[config.mk]
export PLATFORM = sky130hd
export DESIGN_NAME = srl_fifo_ctrl_flat
export DESIGN_NICKNAME = d
export VERILOG_FILES = /design/src/rtl/srl_fifo_if.sv /design/src/rtl/srl_fifo_ctrl.sv /design/src/flat_wrapper.sv
export SDC_FILE = /design/constraint.sdc
export NUM_CORES = 1
export LEC_CHECK = 0
export CELL_PAD_IN_SITES_DETAIL_PLACEMENT = 1
export CELL_PAD_IN_SITES_GLOBAL_PLACEMENT = 1
export CORE_UTILIZATION = 25
export CTS_CLUSTER_SIZE = 14
export DETAILED_ROUTE_END_ITERATION = 6
export GPL_TIMING_DRIVEN = 0
export PLACE_DENSITY = 0.51
export SKIP_CTS_REPAIR_TIMING = 1
export SLEW_MARGIN = 25
export SYNTH_ARGS = -nofsm -noshare
export SYNTH_HDL_FRONTEND = slang
export SYNTH_SLANG_ARGS = --single-unit
[constraint.sdc]
create_clock -name clk -period 16.1 [get_ports clk]
set_input_delay 3.22 -clock clk [delete_from_list [all_inputs] [get_ports clk]]
set_output_delay 3.22 -clock clk [all_outputs]
set_load 0.02 [all_outputs]
[src/rtl/srl_fifo_if.sv]
// Valid/ready handshake bundle between a producer, the SRL FIFO and a consumer.
// The FIFO takes the slave view; the surrounding environment drives the master view.
interface srl_fifo_if #(
  parameter int WIDTH = 8
);
  logic [WIDTH-1:0] in_data;
  logic             in_valid;
  logic             in_ready;
  logic [WIDTH-1:0] out_data;
  logic             out_valid;
  logic             out_ready;

  modport master (
    output in_data, in_valid, out_ready,
    input  in_ready, out_data, out_valid
  );

  modport slave (
    input  in_data, in_valid, out_ready,
    output in_ready, out_data, out_valid
  );
endinterface

[src/rtl/srl_fifo_ctrl.sv]
// First-word-fall-through FIFO on an addressable shift register (SRL16E/SRLC32E style).
// Only the occupancy counter is reset; the shift storage is read at address count-1.
module srl_fifo_ctrl #(
  parameter int WIDTH    = 8,
  parameter int DEPTH    = 16,
  parameter int AF_LEVEL = 12,
  localparam int CW      = $clog2(DEPTH + 1),
  localparam int AW      = $clog2(DEPTH)
) (
  input  logic          clk,
  input  logic          rst,
  input  logic          flush,
  srl_fifo_if.slave     fifo,
  output logic [CW-1:0] count,
  output logic          full,
  output logic          empty,
  output logic          almost_full
);

  logic [WIDTH-1:0] stage_q [DEPTH];
  logic [CW-1:0]    count_q;
  logic [CW-1:0]    count_d;
  logic [AW-1:0]    rd_addr;
  logic             push;
  logic             pop;

  // Flags decode the registered count only, so in_ready never depends on out_ready.
  assign full        = (count_q == CW'(DEPTH));
  assign empty       = (count_q == '0);
  assign almost_full = (count_q >= CW'(AF_LEVEL));
  assign count       = count_q;

  assign fifo.in_ready  = ~full;
  assign fifo.out_valid = ~empty;

  assign push = fifo.in_valid & ~full & ~flush & ~rst;
  assign pop  = fifo.out_valid & fifo.out_ready & ~flush;

  always_comb begin
    // NOTE: assign a default before any branch so no path leaves count_d unassigned (no latch).
    count_d = count_q;
    if (flush) begin
      count_d = '0;
    end else if (push && !pop) begin
      count_d = count_q + CW'(1);
    end else if (pop && !push) begin
      count_d = count_q - CW'(1);
    end
  end

  always_ff @(posedge clk) begin
    // NOTE: sequential state uses non-blocking assignments so every register samples pre-edge values.
    if (rst) begin
      count_q <= '0;
    end else begin
      count_q <= count_d;
    end
  end

  // NOTE: storage has no reset; SRL primitives cannot be reset and validity is tracked by count_q.
  always_ff @(posedge clk) begin
    if (push) begin
      stage_q[0] <= fifo.in_data;
      for (int k = 1; k < DEPTH; k++) begin
        stage_q[k] <= stage_q[k-1];
      end
    end
  end

  // The oldest entry sits at count-1; a simultaneous push shifts the next-oldest into that slot.
  assign rd_addr       = empty ? '0 : AW'(count_q - CW'(1));
  assign fifo.out_data = stage_q[rd_addr];

endmodule

[src/flat_wrapper.sv]
// flat-port wrapper written by rule: the top's interface ports become plain ports
module srl_fifo_ctrl_flat 
#(
  parameter int WIDTH    = 8,
  parameter int DEPTH    = 16,
  parameter int AF_LEVEL = 12,
  localparam int CW      = $clog2(DEPTH + 1),
  localparam int AW      = $clog2(DEPTH)
)
  (clk, rst, flush, count, full, empty, almost_full, fifo_in_data, fifo_in_valid, fifo_out_ready, fifo_in_ready, fifo_out_data, fifo_out_valid);
  srl_fifo_if #(.WIDTH(WIDTH)) fifo_i ();
  input  logic clk;
  input  logic rst;
  input  logic flush;
  output logic [CW-1:0] count;
  output logic full;
  output logic empty;
  output logic almost_full;
  input wire logic [$bits(fifo_i.in_data)-1:0] fifo_in_data;
  input wire logic [$bits(fifo_i.in_valid)-1:0] fifo_in_valid;
  input wire logic [$bits(fifo_i.out_ready)-1:0] fifo_out_ready;
  output wire logic [$bits(fifo_i.in_ready)-1:0] fifo_in_ready;
  output wire logic [$bits(fifo_i.out_data)-1:0] fifo_out_data;
  output wire logic [$bits(fifo_i.out_valid)-1:0] fifo_out_valid;
  assign fifo_i.in_data = fifo_in_data;
  assign fifo_i.in_valid = fifo_in_valid;
  assign fifo_i.out_ready = fifo_out_ready;
  assign fifo_in_ready = fifo_i.in_ready;
  assign fifo_out_data = fifo_i.out_data;
  assign fifo_out_valid = fifo_i.out_valid;
  srl_fifo_ctrl #(.WIDTH(WIDTH), .DEPTH(DEPTH), .AF_LEVEL(AF_LEVEL)) u_core (.clk(clk), .rst(rst), .flush(flush), .fifo(fifo_i), .count(count), .full(full), .empty(empty), .almost_full(almost_full));
endmodule
# Word-level counts from Yosys, hierarchy flattened
# Memories as Yosys holds them, arrays and structs flattened.
# Index checks and enable logic that the tools add are counted.
dict set report totals {
  n_memories 1
  ramBits 128
  wordCells 27
  input_bits 13
  ff_bits 5
  output_inout_bits 18
}
dict set report op_classes {
  addsub 2
  mux 5
  eq_ne 1
  n_lt_le_gt_ge 1
  n_reduce_logical 7
  n_bitwise 9
}
# name words width rd rd_ports_with_merged_regs wr line_no
set mem_list {}
lappend mem_list {u_core.stage_q 16 8 16 0 16 srl_fifo_ctrl.sv:20} ;# logic [WIDTH-1:0] stage_q [DEPTH];
# operator count
set ops {}
lappend ops {{two-way mux 5 bit} 2}
lappend ops {{adder 5 x 1 -> 5 bit (second input constant)} 1}
lappend ops {{AND 1 bit} 5}
lappend ops {{== test 5 bit (second input constant)} 1}
lappend ops {{greater-or-equal comparator 5 x 4 -> 1 bit (second input constant)} 1}
lappend ops {{logical NOT 5 bit} 1}
lappend ops {{subtractor 5 x 1 -> 5 bit (second input constant)} 1}
lappend ops {{two-way mux 4 bit} 1}
lappend ops {{NOT 1 bit} 4}
lappend ops {{logical AND 1 bit} 2}
lappend ops {{logical NOT 1 bit} 2}
lappend ops {{two-way mux 1 bit} 2}
lappend ops {{nonzero test 2 bit} 1}
lappend ops {{OR reduction 2 bit} 1}

# Logic depth before layout (Yosys ltp)
# Gate-level depths: netlist of run 1.
dict set report logic_depth {
  word_depth 9
  ltp_mapped 13
  ltp_nobuf 11
}

# Least setup slack after synthesis of run 1
# OpenSTA, ideal clock, no wires.
dict set report synth_timing {
  path_kind {input to register}
  start {input flush}
  end {register u_core.count_q[2], in the netlist u_core.count[2]}
  path_stages 6
  setup_ns 0.070
  slack_ns 1.112
  n_path_buf 1
  arrival_time_ns 14.918
  required_time_ns 16.030
  path_cell_list {or2_2 -> buf_1 -> nor3b_1 -> ha_1 -> or3_1 -> a21oi_1}
}
dict set report synth_between {
  elab_chain_len 6
  elab_cells_between_ends 11
  classes_between {mux (1); bitwise (4); reduce/logical (6)}
}
# item line_no
set synth_lines {}
lappend synth_lines {{from (decl)} flat_wrapper.sv:14} ;# input logic flush;
lappend synth_lines {{NOT 1 bit (*)} srl_fifo_ctrl.sv:36} ;# assign push = fifo.in_valid & ~full & ~flush & ~rst;
lappend synth_lines {{AND 1 bit (*) (2 in series)} srl_fifo_ctrl.sv:36}
lappend synth_lines {{named net u_core.push} srl_fifo_ctrl.sv:24} ;# logic push;
lappend synth_lines {{logical NOT 1 bit} srl_fifo_ctrl.sv:46} ;# end else if (pop && !push) begin
lappend synth_lines {{logical AND 1 bit} srl_fifo_ctrl.sv:46}
lappend synth_lines {{nonzero test 2 bit (no source line)} --}
lappend synth_lines {{to (signal assigned)} srl_fifo_ctrl.sv:56} ;# count_q <= count_d;
lappend synth_lines {{to (decl)} srl_fifo_ctrl.sv:21} ;# logic [CW-1:0] count_q;
# The timed path passes the listed nets; every way through them passes the cells marked *.
# A chain may end at the register's enable or synchronous reset.

# Worst setup path after layout of run 1
dict set report layout_timing {
  start {register u_core.count_q[0], in the netlist u_core.count[0]}
  end {output fifo_out_data[3]}
}
dict set report layout_between {
  elab_chain_len 3
  elab_cells_between_ends 4
  classes_between {add/sub (1); mux (1); reduce/logical (1); memory (1)}
}
# item line_no
set layout_lines {}
lappend layout_lines {{subtractor 5 x 1 -> 5 bit / logical NOT 5 bit (equally long branches)} --}
lappend layout_lines {{two-way mux 4 bit (*)} srl_fifo_ctrl.sv:71} ;# assign rd_addr = empty ? '0 : AW'(count_q - CW'(1));
lappend layout_lines {{memory read (16 x 8 bit) (*)} --}
lappend layout_lines {{to (decl)} flat_wrapper.sv:23} ;# output wire logic [$bits(fifo_i.out_data)-1:0] fifo_out_data;
# Mark *: on every way between the ends. The rest lies on a longest branch, timed or not.

==> results of run 1 <==
[where the power goes]
part	total, mW	internal [mW]	switching [mW]
Clock	0.377	0.239	0.138
Sequential	0.393	0.388	0.00487
Combinational	0.107	0.0433	0.0638
Total	0.877	0.671	0.207
[layer usage]
metal	up-vias	track usage	routed length [µm]
met2	59	0.197	6130
met4	0	0.0439	148
met5	-	0	0
li1	1580	-	-
met3	6	0.0354	502
met1	1680	0.167	6140
[layout by cell type, fill, tap and decap left out, types with 3 or more instances in the layout]
cell,n
edfxtp_1,128
nand2_1,31
clkdlybuf4s50_1,30
nor2_1,24
o21ai_0,19
clkbuf_16,17
a221oi_1,16
mux2i_1,16
nor3_1,14
buf_4,14
a21oi_1,11
clkbuf_1,10
a31oi_1,8
mux2_2,8
buf_2,7
o22ai_1,7
o211a_1,7
a311o_1,7
clkinv_2,7
inv_1,6
buf_6,5
dfxtp_1,5
ha_1,4
nor2b_1,3
xor2_1,3
or3_1,3
bufinv_16,3
[cell families after synthesis]
group | share of synthesized area
buffers and inverters | 0.0243
AO/OA/AOI/OAI | 0.111
XOR/XNOR | 0.00803
AND/OR/NAND/NOR | 0.0780
flip-flops | 0.723
adder cells (fa/ha/maj) | 0.00918
multiplexers | 0.0459
[cells in the mapped netlist (5+ instances only)]
cell type,count,share of area
dfxtp_1,5,0.018
clkbuf_1,9,0.0062
a311o_1,7,0.013
inv_1,6,0.0041
o21ai_0,19,0.017
a21oi_1,11,0.010
a31oi_1,8,0.0092
nor3_1,15,0.014
buf_2,7,0.0064
edfxtp_1,128,0.71
a221oi_1,16,0.026
o22ai_1,7,0.0080
nor2_1,24,0.017
o211a_1,7,0.013
mux2i_1,16,0.029
nand2_1,31,0.021
mux2_2,8,0.017
[worst max-delay path, delay by kind of cell (launching register included)]
family          cells  cell delay [ns]
buf+inv             7             2.20
compound gates      2             0.78
simple gates        3             0.55
flops               1             0.34
fa+ha+maj           1             0.28
[sequential cells by signal, indices dropped and copies added, names as in the netlist]
signal,cells
u_core.stage_q,128
u_core.count,5
[worst max-delay path by stage]
stage                         start  slack [ns]  cells after the start                to
floorplan                     flush        1.11                      6   u_core.count[2]
finish              u_core.count[0]        8.30                     13  fifo_out_data[3]
detailed placement  u_core.count[0]        8.72                     11  fifo_out_data[5]
CTS                 u_core.count[0]        8.21                     11  fifo_out_data[5]
global placement              flush       -3.92                      7   u_core.count[2]
global route        u_core.count[0]        8.00                     13  fifo_out_data[7]
[layout make-up]
class | instances | area (µm²)
clock inverter | 13 | 140
multi-input combinational | 209 | 1390
fill | 2241 | 14400
timing repair buffer | 46 | 428
clock buffer | 18 | 429
tap | 275 | 344
buffer | 20 | 106
sequential | 133 | 3940
inverter | 7 | 26.3
[stage by stage]
step | util | hold slack, ns | instances
after CTS | 0.321 | 0.439 | 721
after global placement | 0.287 | 0.426 | 674
after detailed placement | 0.294 | 0.431 | 690
final | 0.321 | 0.438 | 721
after global routing | 0.321 | 0.447 | 721
after floorplan | - | 0.418 | 369
==> flow_metrics.tcl, run 1 <==
set metrics [dict create \
    critical-path-max-stage-delay_ns 0.61 \
    cpMaxStageDelayCell "clkdlybuf4s50_1" \
    async_flop_share 0 \
    p_total_mw 0.877 \
    start_util 0.257 \
    hold_depth 0 \
    row_count 53 \
    hp-start "u_core.stage_q[2][0]" \
    wl_per_cell_um 17.9 \
    drive_gt1_frac 0.161 \
    period_share 0.485 \
    synth_flop_cell "edfxtp_1" \
    viasPerCell 4.61 \
    dr.first_iter.drc_count 303 \
    reg2regPathDepth 13 \
    antennaDiodeCount 0 \
    tightest_slew_ns 0.822 \
    grt_max_degree 17 \
    cts_buffer_depth 2 \
    power_density_nw_per_um2 129 \
    cts_tree "yes" \
    gpl.final_weighted_congestion 0.703 \
    die_h_um 150 \
    p_leak_nw 2.27 \
    yosysWarnings 0 \
    drc 0 \
    hold_end "u_core.stage_q[3][0]" \
    crit_required_ns 12.88 \
    place_area_um2 6230 \
    seq_area_frac_synth 0.723 \
    worst_slack_ns 8.30 \
    syn_area_um2 5450 \
    outcome "finished clean" \
    routed-via-count 3325 \
    grt_pass1_vias 3465 \
    crit_chain "buf_6 > inv_1 > clkbuf_1 > ha_1 > nor2b_1 > nand2_2 > inv_2 > buf_2 > buf_2 > nand2_1 > a221oi_1 > a311o_1 > clkdlybuf4s50_1" \
    fmax_mhz 128 \
    drv_cap 0 \
    slew_violations 0 \
    syn_avg_cell_area_um2 14.8 \
    setup_viol 0 \
    grt_antenna_before_repair 0 \
    die_area_um2 22400 \
    final_area_um2 6800 \
    critPathCaptureType "output port" \
    grt_pass1_wl_um 20500 \
    drt-pass1-iter-count 4 \
    maxSlewHeadroom 0.450 \
    die_w_um 150 \
    critPathArrivalTime_ns 4.58 \
    ys_ff_latch 133 \
    cts.sinks 133 \
    critPathMostFrequentCell "buf_2" \
    r2r_end "u_core.stage_q[14][4]" \
    rrSetupSlack_ns 12.54 \
    clock_skew_ns 0.00991 \
    boundaryPins 31 \
    path_clk_slew_ns 0.06 \
    syn_to_final_growth_pct 24.8 \
    synth-edff-count 128 \
    hpwl_um 9080 \
    nets 451 \
    rr_startpoint "u_core.count[0]" \
    fin_tns_setup_ns 0 \
    cts_buffers 17 \
    grt_usage 0.126 \
    path_class "reg2out" \
    hold_violations 0 \
    path_max_fanout 11 \
    core_region_area_um2 21200 \
    clk_root_buffer_cell "clkbuf_16" \
    syn_inst 369 \
    grt_overflow 0 \
    rsz0062_at_grt "no" \
    synth_fp_nets 386 \
    place.port_buffers 30 \
    dp_slack_ns 8.72 \
    routed_wl_um 12900 \
    clock_latency_ns 0.42 \
    cts.htree.levels 4 \
    peakVddDrop_mv 0.0734 \
    crit_path_start_kind "flip-flop" \
    hp-class "reg2reg" \
    period_minus_slack_ns 7.80 \
    yosysUniqueCellTypes 46 \
    antenna_left 0 \
]
Power figures use the tool's default switching activity.
==> run 2: changes to the inputs <==
--- a/config.mk
+++ b/config.mk
@@ -11,7 +11,7 @@
 export CTS_CLUSTER_SIZE = 14
 export DETAILED_ROUTE_END_ITERATION = 6
 export GPL_TIMING_DRIVEN = 0
-export PLACE_DENSITY = 0.51
+export PLACE_DENSITY = 0.53
 export SKIP_CTS_REPAIR_TIMING = 1
 export SLEW_MARGIN = 25
 export SYNTH_ARGS = -nofsm -noshare
==> constraint.sdc (replaced) <==
create_clock -name clk -period 6.35 [get_ports clk]
set_input_delay 1.27 -clock clk [delete_from_list [all_inputs] [get_ports clk]]
set_output_delay 1.27 -clock clk [all_outputs]
set_load 0.02 [all_outputs]
==> flow_metrics.tcl, run 2 (synthesized netlist as in run 1, its figures left out) <==
set metrics [dict create \
    period_share 0.926 \
    syn_to_final_growth_pct 24.4 \
    maxSlewHeadroom 0.436 \
    clock_latency_ns 0.42 \
    hp-class "reg2reg" \
    path_class "reg2out" \
    drt-pass1-iter-count 4 \
    setup_viol 0 \
    tightest_slew_ns 0.844 \
    r2r_end "u_core.stage_q[13][5]" \
    start_util 0.257 \
    path_max_fanout 11 \
    layout_common_cells "edfxtp_1, nand2_1, clkdlybuf4s50_1" \
    rrSetupSlack_ns 2.85 \
    largest_reg_flops 128 \
    outcome "finished clean" \
    cts.sinks 133 \
    routed-via-count 3319 \
    nets 445 \
    drive_gt1_frac 0.143 \
    boundaryPins 31 \
    drv_cap 0 \
    dr.first_iter.drc_count 202 \
    grt_pass1_vias 3493 \
    grt_max_degree 17 \
    p_sw_mw 0.524 \
    crit_required_ns 5.08 \
    clk_root_buffer_cell "clkbuf_16" \
    p_leak_nw 2.23 \
    gpl.final_weighted_congestion 0.726 \
    path_clk_slew_ns 0.06 \
    grt_usage 0.125 \
    die_w_um 150 \
    grt_overflow 0 \
    crit_path_start_kind "flip-flop" \
    row_count 53 \
    cts.htree.levels 4 \
    final_common_cell "edfxtp_1" \
    reg2regPathDepth 12 \
    hold_depth 0 \
    antennaDiodeCount 0 \
    slew_violations 0 \
    hold_end "u_core.stage_q[9][3]" \
    core_region_area_um2 21200 \
    hpwl_um 9110 \
    drc 0 \
    antenna_left 0 \
    critPathArrivalTime_ns 4.61 \
    power_frac_comb 0.125 \
    wl_per_cell_um 18.2 \
    power_density_nw_per_um2 322 \
    route.met2.wl_um 6270 \
    largest_register "u_core.stage_q" \
    clock_skew_ns 0.0122 \
    worst_slack_ns 0.467 \
    rr_startpoint "u_core.count[0]" \
    cts_tree "yes" \
    peakVddDrop_mv 0.191 \
    die_area_um2 22400 \
    p_total_mw 2.19 \
    place.port_buffers 30 \
    cts_buffer_depth 2 \
    hold_violations 0 \
    p_clk_frac 0.419 \
    fmax_mhz 170 \
    hp-start "u_core.stage_q[8][3]" \
    grt_pass1_wl_um 20500 \
    routed_wl_um 13000 \
    seq_power_share 0.456 \
    critPathCaptureType "output port" \
    wl_met1_um 6220 \
    switching_share 0.240 \
    cts_buffers 17 \
    dp_slack_ns 0.874 \
    viasPerCell 4.64 \
    intPower_mw 1.66 \
    grt_antenna_before_repair 0 \
    die_h_um 150 \
    rsz0062_at_grt "no" \
    period_minus_slack_ns 5.88 \
    nFillCells 2244 \
    maxUsedRoutingLayer "met4" \
    wl_met3_um 402 \
]
## run 2: cell count changes in the layout (fill, tap and decap cells not counted), sizes merged
cell,delta
buf,-6
clkbuf,+1
bufinv,-1
clkinvlp,+1
clkinv,-1
## run 2: routing by layer
layer / global-route usage / up-vias
li1: - / 1568
met1: 0.166 / 1699
met2: 0.199 / 47
met4: 0.0379 / 0
met5: 0 / -
met3: 0.0311 / 5
## run 2: worst max-delay path, cell delays in order, from the launching register on
cell	delay (ns)
dfxtp_1	0.33
buf_6	0.15
inv_1	0.17
clkbuf_1	0.54
ha_1	0.24
buf_2	0.26
buf_2	0.39
clkbuf_1	0.55
o21ai_0	0.20
a221oi_1	0.52
a311o_1	0.22
clkdlybuf4s50_1	0.61
## run 2: how the worst max path moves through the flow
stage	startpoint	to	slack (ns)
floorplan	flush	u_core.count[2]	0.13
global placement	flush	u_core.count[2]	-1.86
detailed placement	u_core.count[0]	fifo_out_data[5]	0.87
CTS	u_core.count[0]	fifo_out_data[5]	0.39
global route	u_core.count[0]	fifo_out_data[5]	0.21
finish	u_core.count[0]	fifo_out_data[5]	0.47
## run 2: power groups by stage
stage | clock network, mW | registers (mW) | logic, mW
final | 0.916 | 0.997 | 0.273
after detailed placement | 0 | 1.02 | 0.276
after global routing | 0.972 | 1.00 | 0.295
after floorplan | 0 | 1.02 | 0.160
after CTS | 0.941 | 0.997 | 0.277
after global placement | 0 | 1.02 | 0.266
## run 2: cell type report
| type | instances | area [µm²] | area share |
|---|---|---|---|
| flip-flops and latches | 133 | 3940 | 0.581 |
| multi-input cells | 209 | 1390 | 0.205 |
| clock buffers | 19 | 433 | 0.0638 |
| repair buffers | 40 | 424 | 0.0625 |
| well taps | 275 | 344 | 0.0507 |
| clock inverters | 12 | 114 | 0.0168 |
| plain buffers | 20 | 106 | 0.0157 |
| inverters | 7 | 26.3 | 0.00387 |
## run 2: through the flow
stage	hold slack, ns	std cells	util	setup TNS [ns]	instance area (µm²)
2_1_floorplan	0.418	369	-	0	5460
3_3_place_gp	0.425	674	0.288	-129.79	6110
3_5_place_dp	0.432	684	0.294	0	6240
4_1_cts	0.445	715	0.320	0	6780
5_1_grt	0.455	715	0.320	0	6780
6_report	0.447	715	0.320	0	6780
